===== src/rtl/serial_ctrl_pkg.sv =====
// Shared definitions for the bit-serial adder controller.
package serial_ctrl_pkg;

    localparam int STATE_W = 2;

    // Binary state encoding; busy/done are decoded from these.
    typedef enum logic [STATE_W-1:0] {
        S_IDLE = 2'b00,
        S_RUN  = 2'b01,
        S_DONE = 2'b10
    } state_t;

endpackage


===== src/rtl/fulladder.sv =====
// Single-bit full adder, the only arithmetic cell of the serial adder.
module fulladder (
    input  logic a,
    input  logic b,
    input  logic cin,
    output logic sum,
    output logic carry
);

    assign sum   = a ^ b ^ cin;
    assign carry = (a & b) | (a & cin) | (b & cin);

endmodule


===== src/rtl/serial_adder_ctrl.sv =====
// Bit-serial WIDTH-bit adder: one full adder reused over WIDTH cycles, LSB first,
// with a start/busy/done handshake and a result held until the next completion.
module serial_adder_ctrl
    import serial_ctrl_pkg::*;
#(
    parameter int WIDTH = 8
) (
    input  logic             clk,
    input  logic             rst_n,
    input  logic             start,
    input  logic [WIDTH-1:0] a_in,
    input  logic [WIDTH-1:0] b_in,
    input  logic             cin,
    output logic             busy,
    output logic             done,
    output logic [WIDTH-1:0] sum_out,
    output logic             cout
);

    localparam int CNT_W = $clog2(WIDTH + 1);
    localparam logic [CNT_W-1:0] LAST = CNT_W'(WIDTH - 1);

    state_t           state;
    logic [WIDTH-1:0] a_sr;
    logic [WIDTH-1:0] b_sr;
    logic [WIDTH-1:0] s_sr;
    logic             c_q;
    logic [CNT_W-1:0] cnt;
    logic             fa_sum;
    logic             fa_carry;
    logic [WIDTH-1:0] s_next;
    logic             accept;
    logic             finish;

    fulladder u_fa (
        .a     (a_sr[0]),
        .b     (b_sr[0]),
        .cin   (c_q),
        .sum   (fa_sum),
        .carry (fa_carry)
    );

    // New sum bit enters at the MSB; the shift form also covers WIDTH=1.
    assign s_next = WIDTH'({fa_sum, s_sr} >> 1);
    assign accept = (state == S_IDLE) && start;
    assign finish = (state == S_RUN) && (cnt == LAST);

    // Control FSM; busy/done are registered alongside the state they decode.
    always_ff @(posedge clk or negedge rst_n) begin
        if (!rst_n) begin
            state <= S_IDLE;
            busy  <= 1'b0;
            done  <= 1'b0;
        end else begin
            case (state)
                S_IDLE: begin
                    if (start) begin
                        state <= S_RUN;
                        busy  <= 1'b1;
                    end
                end
                S_RUN: begin
                    if (cnt == LAST) begin
                        state <= S_DONE;
                        done  <= 1'b1;
                    end
                end
                S_DONE: begin
                    state <= S_IDLE;
                    busy  <= 1'b0;
                    done  <= 1'b0;
                end
                default: begin
                    state <= S_IDLE;
                    busy  <= 1'b0;
                    done  <= 1'b0;
                end
            endcase
        end
    end

    // Operand/sum shift registers, ripple carry and bit counter.
    always_ff @(posedge clk or negedge rst_n) begin
        if (!rst_n) begin
            a_sr <= '0;
            b_sr <= '0;
            s_sr <= '0;
            c_q  <= 1'b0;
            cnt  <= '0;
        end else if (accept) begin
            a_sr <= a_in;
            b_sr <= b_in;
            s_sr <= '0;
            c_q  <= cin;
            cnt  <= '0;
        end else if (state == S_RUN) begin
            a_sr <= a_sr >> 1;
            b_sr <= b_sr >> 1;
            s_sr <= s_next;
            c_q  <= fa_carry;
            cnt  <= cnt + CNT_W'(1);
        end
    end

    // Result registers, loaded only on the final RUN edge and held otherwise.
    always_ff @(posedge clk or negedge rst_n) begin
        if (!rst_n) begin
            sum_out <= '0;
            cout    <= 1'b0;
        end else if (finish) begin
            sum_out <= s_next;
            cout    <= fa_carry;
        end
    end

endmodule

===== config.mk =====
export PLATFORM = sky130hd
export DESIGN_NAME = serial_adder_ctrl
export DESIGN_NICKNAME = d
export VERILOG_FILES = /design/src/rtl/serial_ctrl_pkg.sv /design/src/rtl/fulladder.sv /design/src/rtl/serial_adder_ctrl.sv
export SDC_FILE = /design/constraint.sdc
export NUM_CORES = 1
export LEC_CHECK = 0
export BUFFER_PORTS_ARGS = -buffer_cell sky130_fd_sc_hd__buf_4
export CAP_MARGIN = 20
export CORE_MARGIN = 2
export CORE_UTILIZATION = 61
export CTS_BUF_LIST = sky130_fd_sc_hd__clkbuf_8
export DETAILED_ROUTE_END_ITERATION = 6
export GPL_ROUTABILITY_DRIVEN = 0
export MAX_ROUTING_LAYER = met4
export PLACE_DENSITY_LB_ADDON = 0.2
export SYNTH_ARGS = -nofsm -noshare
export SYNTH_HDL_FRONTEND = slang
export SYNTH_HIERARCHICAL = 1
export SYNTH_SLANG_ARGS = --single-unit

===== constraint.sdc =====
create_clock -name clk -period 2.75 [get_ports clk]
set_clock_uncertainty 0.2 [all_clocks]
set_input_delay 0.1375 -clock clk [delete_from_list [all_inputs] [get_ports clk]]
set_output_delay 0.1375 -clock clk [all_outputs]
set_load 0.01 [all_outputs]

Yosys cells after proc, flatten, opt, wreduce, memory -nomap -nowiden
Cells that the tools add are included.
{"block": "op_classes", "n_bitwise": 9, "eq_ne": 4, "add_sub_neg": 1, "muxes": 17, "reduce_logical": 7}
{"cell": "$mux 8", "count": 6}
{"cell": "$mux 4", "count": 2}
{"cell": "$reduce_and 2->1", "count": 3}
{"cell": "$add 4x1->4 const B", "count": 1}
{"cell": "$eq 4x3->1 const B", "count": 1}
{"cell": "$mux 1", "count": 4}
{"cell": "$mux 2", "count": 2}
{"cell": "$ne 2x2->1 const B", "count": 2}
{"cell": "$pmux 1 s2", "count": 2}
{"cell": "$pmux 2 s2", "count": 1}
{"cell": "$and 1x1->1", "count": 3}
{"cell": "$eq 2x1->1 const B", "count": 1}
{"cell": "$logic_and 1x1->1", "count": 2}
{"cell": "$logic_not 2->1", "count": 1}
{"cell": "$not 1->1", "count": 2}
{"cell": "$or 1x1->1", "count": 2}
{"cell": "$reduce_bool 2->1", "count": 1}
{"cell": "$xor 1x1->1", "count": 2}
{"block": "word_totals", "register_bits": 42, "inputBits": 20}

Logic depth before layout (Yosys ltp)
{"block": "depth", "word_depth": 5, "ltp_mapped": 5}

By module
The synthesis kept the hierarchy.
{"mod": "serial_adder_ctrl", "n_inst": 1, "area_per_inst_um2": 1751.7, "seq_area_each_um2": 1026.0, "cells_each": 157}
{"mod": "fulladder", "n_inst": 1, "area_per_inst_um2": 20.0, "seq_area_each_um2": 0.0, "cells_each": 1}

Worst setup path before layout
OpenSTA, ideal clock, no wires.
{"block": "synth_timing", "path_type": "register -> register", "start": "reg state[1]", "end": "reg cout", "t_required_ns": 2.425, "path_stages_with_launch": 6, "synth_period_minus_slack_ns": 1.626, "arrival_ns": 1.300, "setup_time_ns": 0.125, "setup_slack_ns": 1.124, "n_path_buf": 2, "path_cell_list": "dfrtp_1 > nand2b_4 > buf_6 > nor3_4 > buf_6 > mux2_4"}
{"block": "synth_via", "elab_chain_cells": 2}
{"item": "start, declared", "line_no": "serial_adder_ctrl.sv:23", "source": "state_t state;"}
{"item": "start signal, assigned", "line_no": "serial_adder_ctrl.sv:51", "source": "state <= S_IDLE;"}
{"item": "start signal, assigned", "line_no": "serial_adder_ctrl.sv:58", "source": "state <= S_RUN;"}
{"item": "start signal, assigned", "line_no": "serial_adder_ctrl.sv:64", "source": "state <= S_DONE;"}
{"item": "$eq 2x1->1", "line_no": "serial_adder_ctrl.sv:46", "source": "assign finish = (state == S_RUN) && (cnt == LAST);"}
{"item": "$logic_and 1x1->1", "line_no": "serial_adder_ctrl.sv:46"}
{"item": "end signal, assigned", "line_no": "serial_adder_ctrl.sv:112", "source": "cout <= fa_carry;"}
{"item": "end, declared", "line_no": "serial_adder_ctrl.sv:17", "source": "output logic cout"}
Every way passes these cells.
A chain may end at the register's enable or synchronous reset.

Worst setup path in the final report
{"block": "layout_timing", "start": "reg state[1]", "end": "reg sum_out[5]"}
{"block": "layout_via", "elab_chain_cells": 2}
{"item": "$eq 2x1->1", "line_no": "serial_adder_ctrl.sv:46"}
{"item": "$logic_and 1x1->1", "line_no": "serial_adder_ctrl.sv:46"}
{"item": "end signal, assigned", "line_no": "serial_adder_ctrl.sv:111", "source": "sum_out <= s_next;"}
{"item": "end, declared", "line_no": "serial_adder_ctrl.sv:16", "source": "output logic [WIDTH-1:0] sum_out,"}
Every way passes these cells.

==> flow_summary.ini <==
[route]
vias_per_cell = 5.617
firstDrtPassIters = 4
dr_total_vias = 1320
drc = 0
drtIter0Drc = 43
routed_wl_um = 3372
wire_per_inst_um = 14.35
postRouteAntennaNets = 0

[floorplanning]
die_area_um2 = 3351
start_util = 0.6425
ios = 31
die_h_um = 57.89
core_um2 = 2758
rows = 19
die_x_um = 57.89

[sta]
final-hold-violation-count = 0
clock.fmax_mhz = 487.6
report.final.slew_viol_count = 0
setup_viol = 0
maxSlewHeadroom = 0.4140
timing.final.crit_share = 0.7458
fin_crit_ns = 2.051
worst_pin_slew_ns = 0.8789
tns_ns = 0
grt_setup_unrepaired = no

[final_layout]
drive_above_1_share = 0.2402
nNetsFinal = 225
antennaDiodeCount = 0
area_growth_syn_to_layout_pct = 26.77
final_cell_mix = dfrtp_1, nand2_1, buf_4
final_common_cell = dfrtp_1

[critical_path]
arrival_ns = 2.03
cp-start-kind = flip-flop
timing.rr.end = sum_out[5]$_DFFE_PN0P_
crit_fanout = 28
reg2regPathDepth = 3
crit_required_ns = 2.73
path_class = reg2reg
endpoint_kind = flip-flop
r2r_start = state[1]$_DFFE_PN0P_
worst-r2r-setup-slack_ns = 0.70

[global_route]
overflow = 0
grt_pass1_vias = 1243
grt_max_degree = 42
grtUsageTotal = 0.2413
grt_pass1_wl_um = 5754
antenna_found_initial = 0

[power_and_ir_drop]
p_total_mw = 2.328
p_per_area_nw_per_um2 = 1037
vdd_drop_max_uv = 985.5
p_leak_nw = 1.145

[synth]
yosysWarnings = 6
synth-seq-cells = 41
postSynthAreaPerCell_um2 = 11.21
syn_nets = 180
synth_top_area_cell = dfrtp_1
ys_types = 23
synth_top_area_share = 0.5791
syn_area_um2 = 1772
synth_cells = 158
ys_seq_area_frac = 0.5791
synth_area_leaders = dfrtp_1, nand2_1, nand3_1

[cts]
post_cts_buffers = 0
path_clk_slew_ns = 0.07
cts_inserted_buffers = 5
clockBufferDepth = 2
clock_sinks = 41
cts_resized = 0
ctsRootBufferMaster = clkbuf_8
htreeDepth = 2
insertion_delay_ns = 0.29
tritoncts = yes

[hold_path]
min_path_type = in2async

[placed_design]
dpl.hpwl_um = 2188
portBuffers = 30

[run]
max_cap_viol_count = 0

[run_status]
status = complete, no violations
==> what timing repair did <==
action | in CTS | in global routing
endpoints found under the setup margin | 0 | 0
hold buffers | 18 | 0
endpoints found under the hold margin | 58 | 0
==> logic make-up (layout without fill, tap and decap cells) <==
group                    after synthesis  after routing  synth area share
AND/OR/NAND/NOR                       71             71            0.1914
adder cells (fa/ha/maj)                2              2           0.01836
multiplexers                          11             11           0.08545
flip-flops                            41             41            0.5791
XOR/XNOR                               1              1          0.004944
AO/OA/AOI/OAI                         19             19           0.07909
buffers and inverters                 13             59           0.04167
==> where the power goes <==
| part | switching (mW) | leakage (nW) | total (mW) | internal (mW) |
|---|---|---|---|---|
| logic | 0.481 | 0.574 | 0.930 | 0.449 |
| clock network | 0.186 | 0.0519 | 0.355 | 0.169 |
| registers | 0.176 | 0.520 | 1.04 | 0.867 |
==> cells in the mapped netlist <==
cell type,count
a21o_1,3
a22oi_1,15
and2b_1,1
buf_2,8
buf_6,2
clkbuf_1,2
dfrtp_1,41
fa_1,1
ha_1,1
inv_1,1
mux2_2,1
mux2_4,8
mux2i_1,2
nand2_1,38
nand2b_4,1
nand3_1,25
nand4_1,1
nor2_1,1
nor3_4,1
nor3b_1,2
o21ai_0,1
or3b_1,1
xnor2_1,1
==> worst max-delay path, stage by stage (launching register included) <==
cell and delay (ns):
dfrtp_1 0.42, nand2b_4 0.31, nor3_4 0.60, mux2_2 0.40
==> metrics by stage <==
| step | std cells | hold slack, ns | util | cell area (µm²) | worst slack, ns |
|---|---|---|---|---|---|
| after floorplan | 158 | -0.3581 | - | 1772 | 1.124 |
| after global placement | 209 | -0.06645 | 0.7201 | 1986 | 0.7571 |
| after detailed placement | 209 | -0.06017 | 0.7201 | 1986 | 0.6870 |
| after CTS | 235 | 0.1723 | 0.8144 | 2246 | 0.6817 |
| after global routing | 235 | 0.2015 | 0.8144 | 2246 | 0.5999 |
| final | 235 | 0.1535 | 0.8144 | 2246 | 0.6990 |
==> per-layer routing <==
layer  global-route usage  share of wire  up-vias
li1                     -              -      630
met1               0.2971           0.42      643
met2               0.3815           0.51       39
met3              0.06696          0.051        8
met4              0.09302          0.015        0
met5                    -              0        -
==> how the worst max path moves through the flow <==
stage                          from                endpoint  slack [ns]  cells after the start
6_report       state[1]$_DFFE_PN0P_  sum_out[5]$_DFFE_PN0P_        0.70                      3
5_1_grt        state[1]$_DFFE_PN0P_  sum_out[5]$_DFFE_PN0P_        0.60                      3
4_1_cts        state[1]$_DFFE_PN0P_  sum_out[5]$_DFFE_PN0P_        0.68                      3
3_5_place_dp   state[1]$_DFFE_PN0P_  sum_out[5]$_DFFE_PN0P_        0.69                      3
3_3_place_gp   state[1]$_DFFE_PN0P_  sum_out[5]$_DFFE_PN0P_        0.76                      3
2_1_floorplan  state[1]$_DFFE_PN0P_        cout$_DFFE_PN0P_        1.12                      5
==> state kept, by name, summed over array words and instances (netlist names) <==
name	flops
cout	1
a_sr	8
state	2
sum_out	8
done	1
busy	1
cnt	4
b_sr	8
s_sr	7
c_q	1
==> final cells by class <==
cell class	count	area (µm²)
Clock buffer	5	68.82
Clock inverter	3	11.26
Fill cell	180	511.7
Inverter	1	3.754
Multi-Input combinational cell	104	676.9
Sequential cell	41	1026
Tap cell	31	38.79
Timing Repair Buffer	50	420.4
Power figures use the tool's default switching activity.
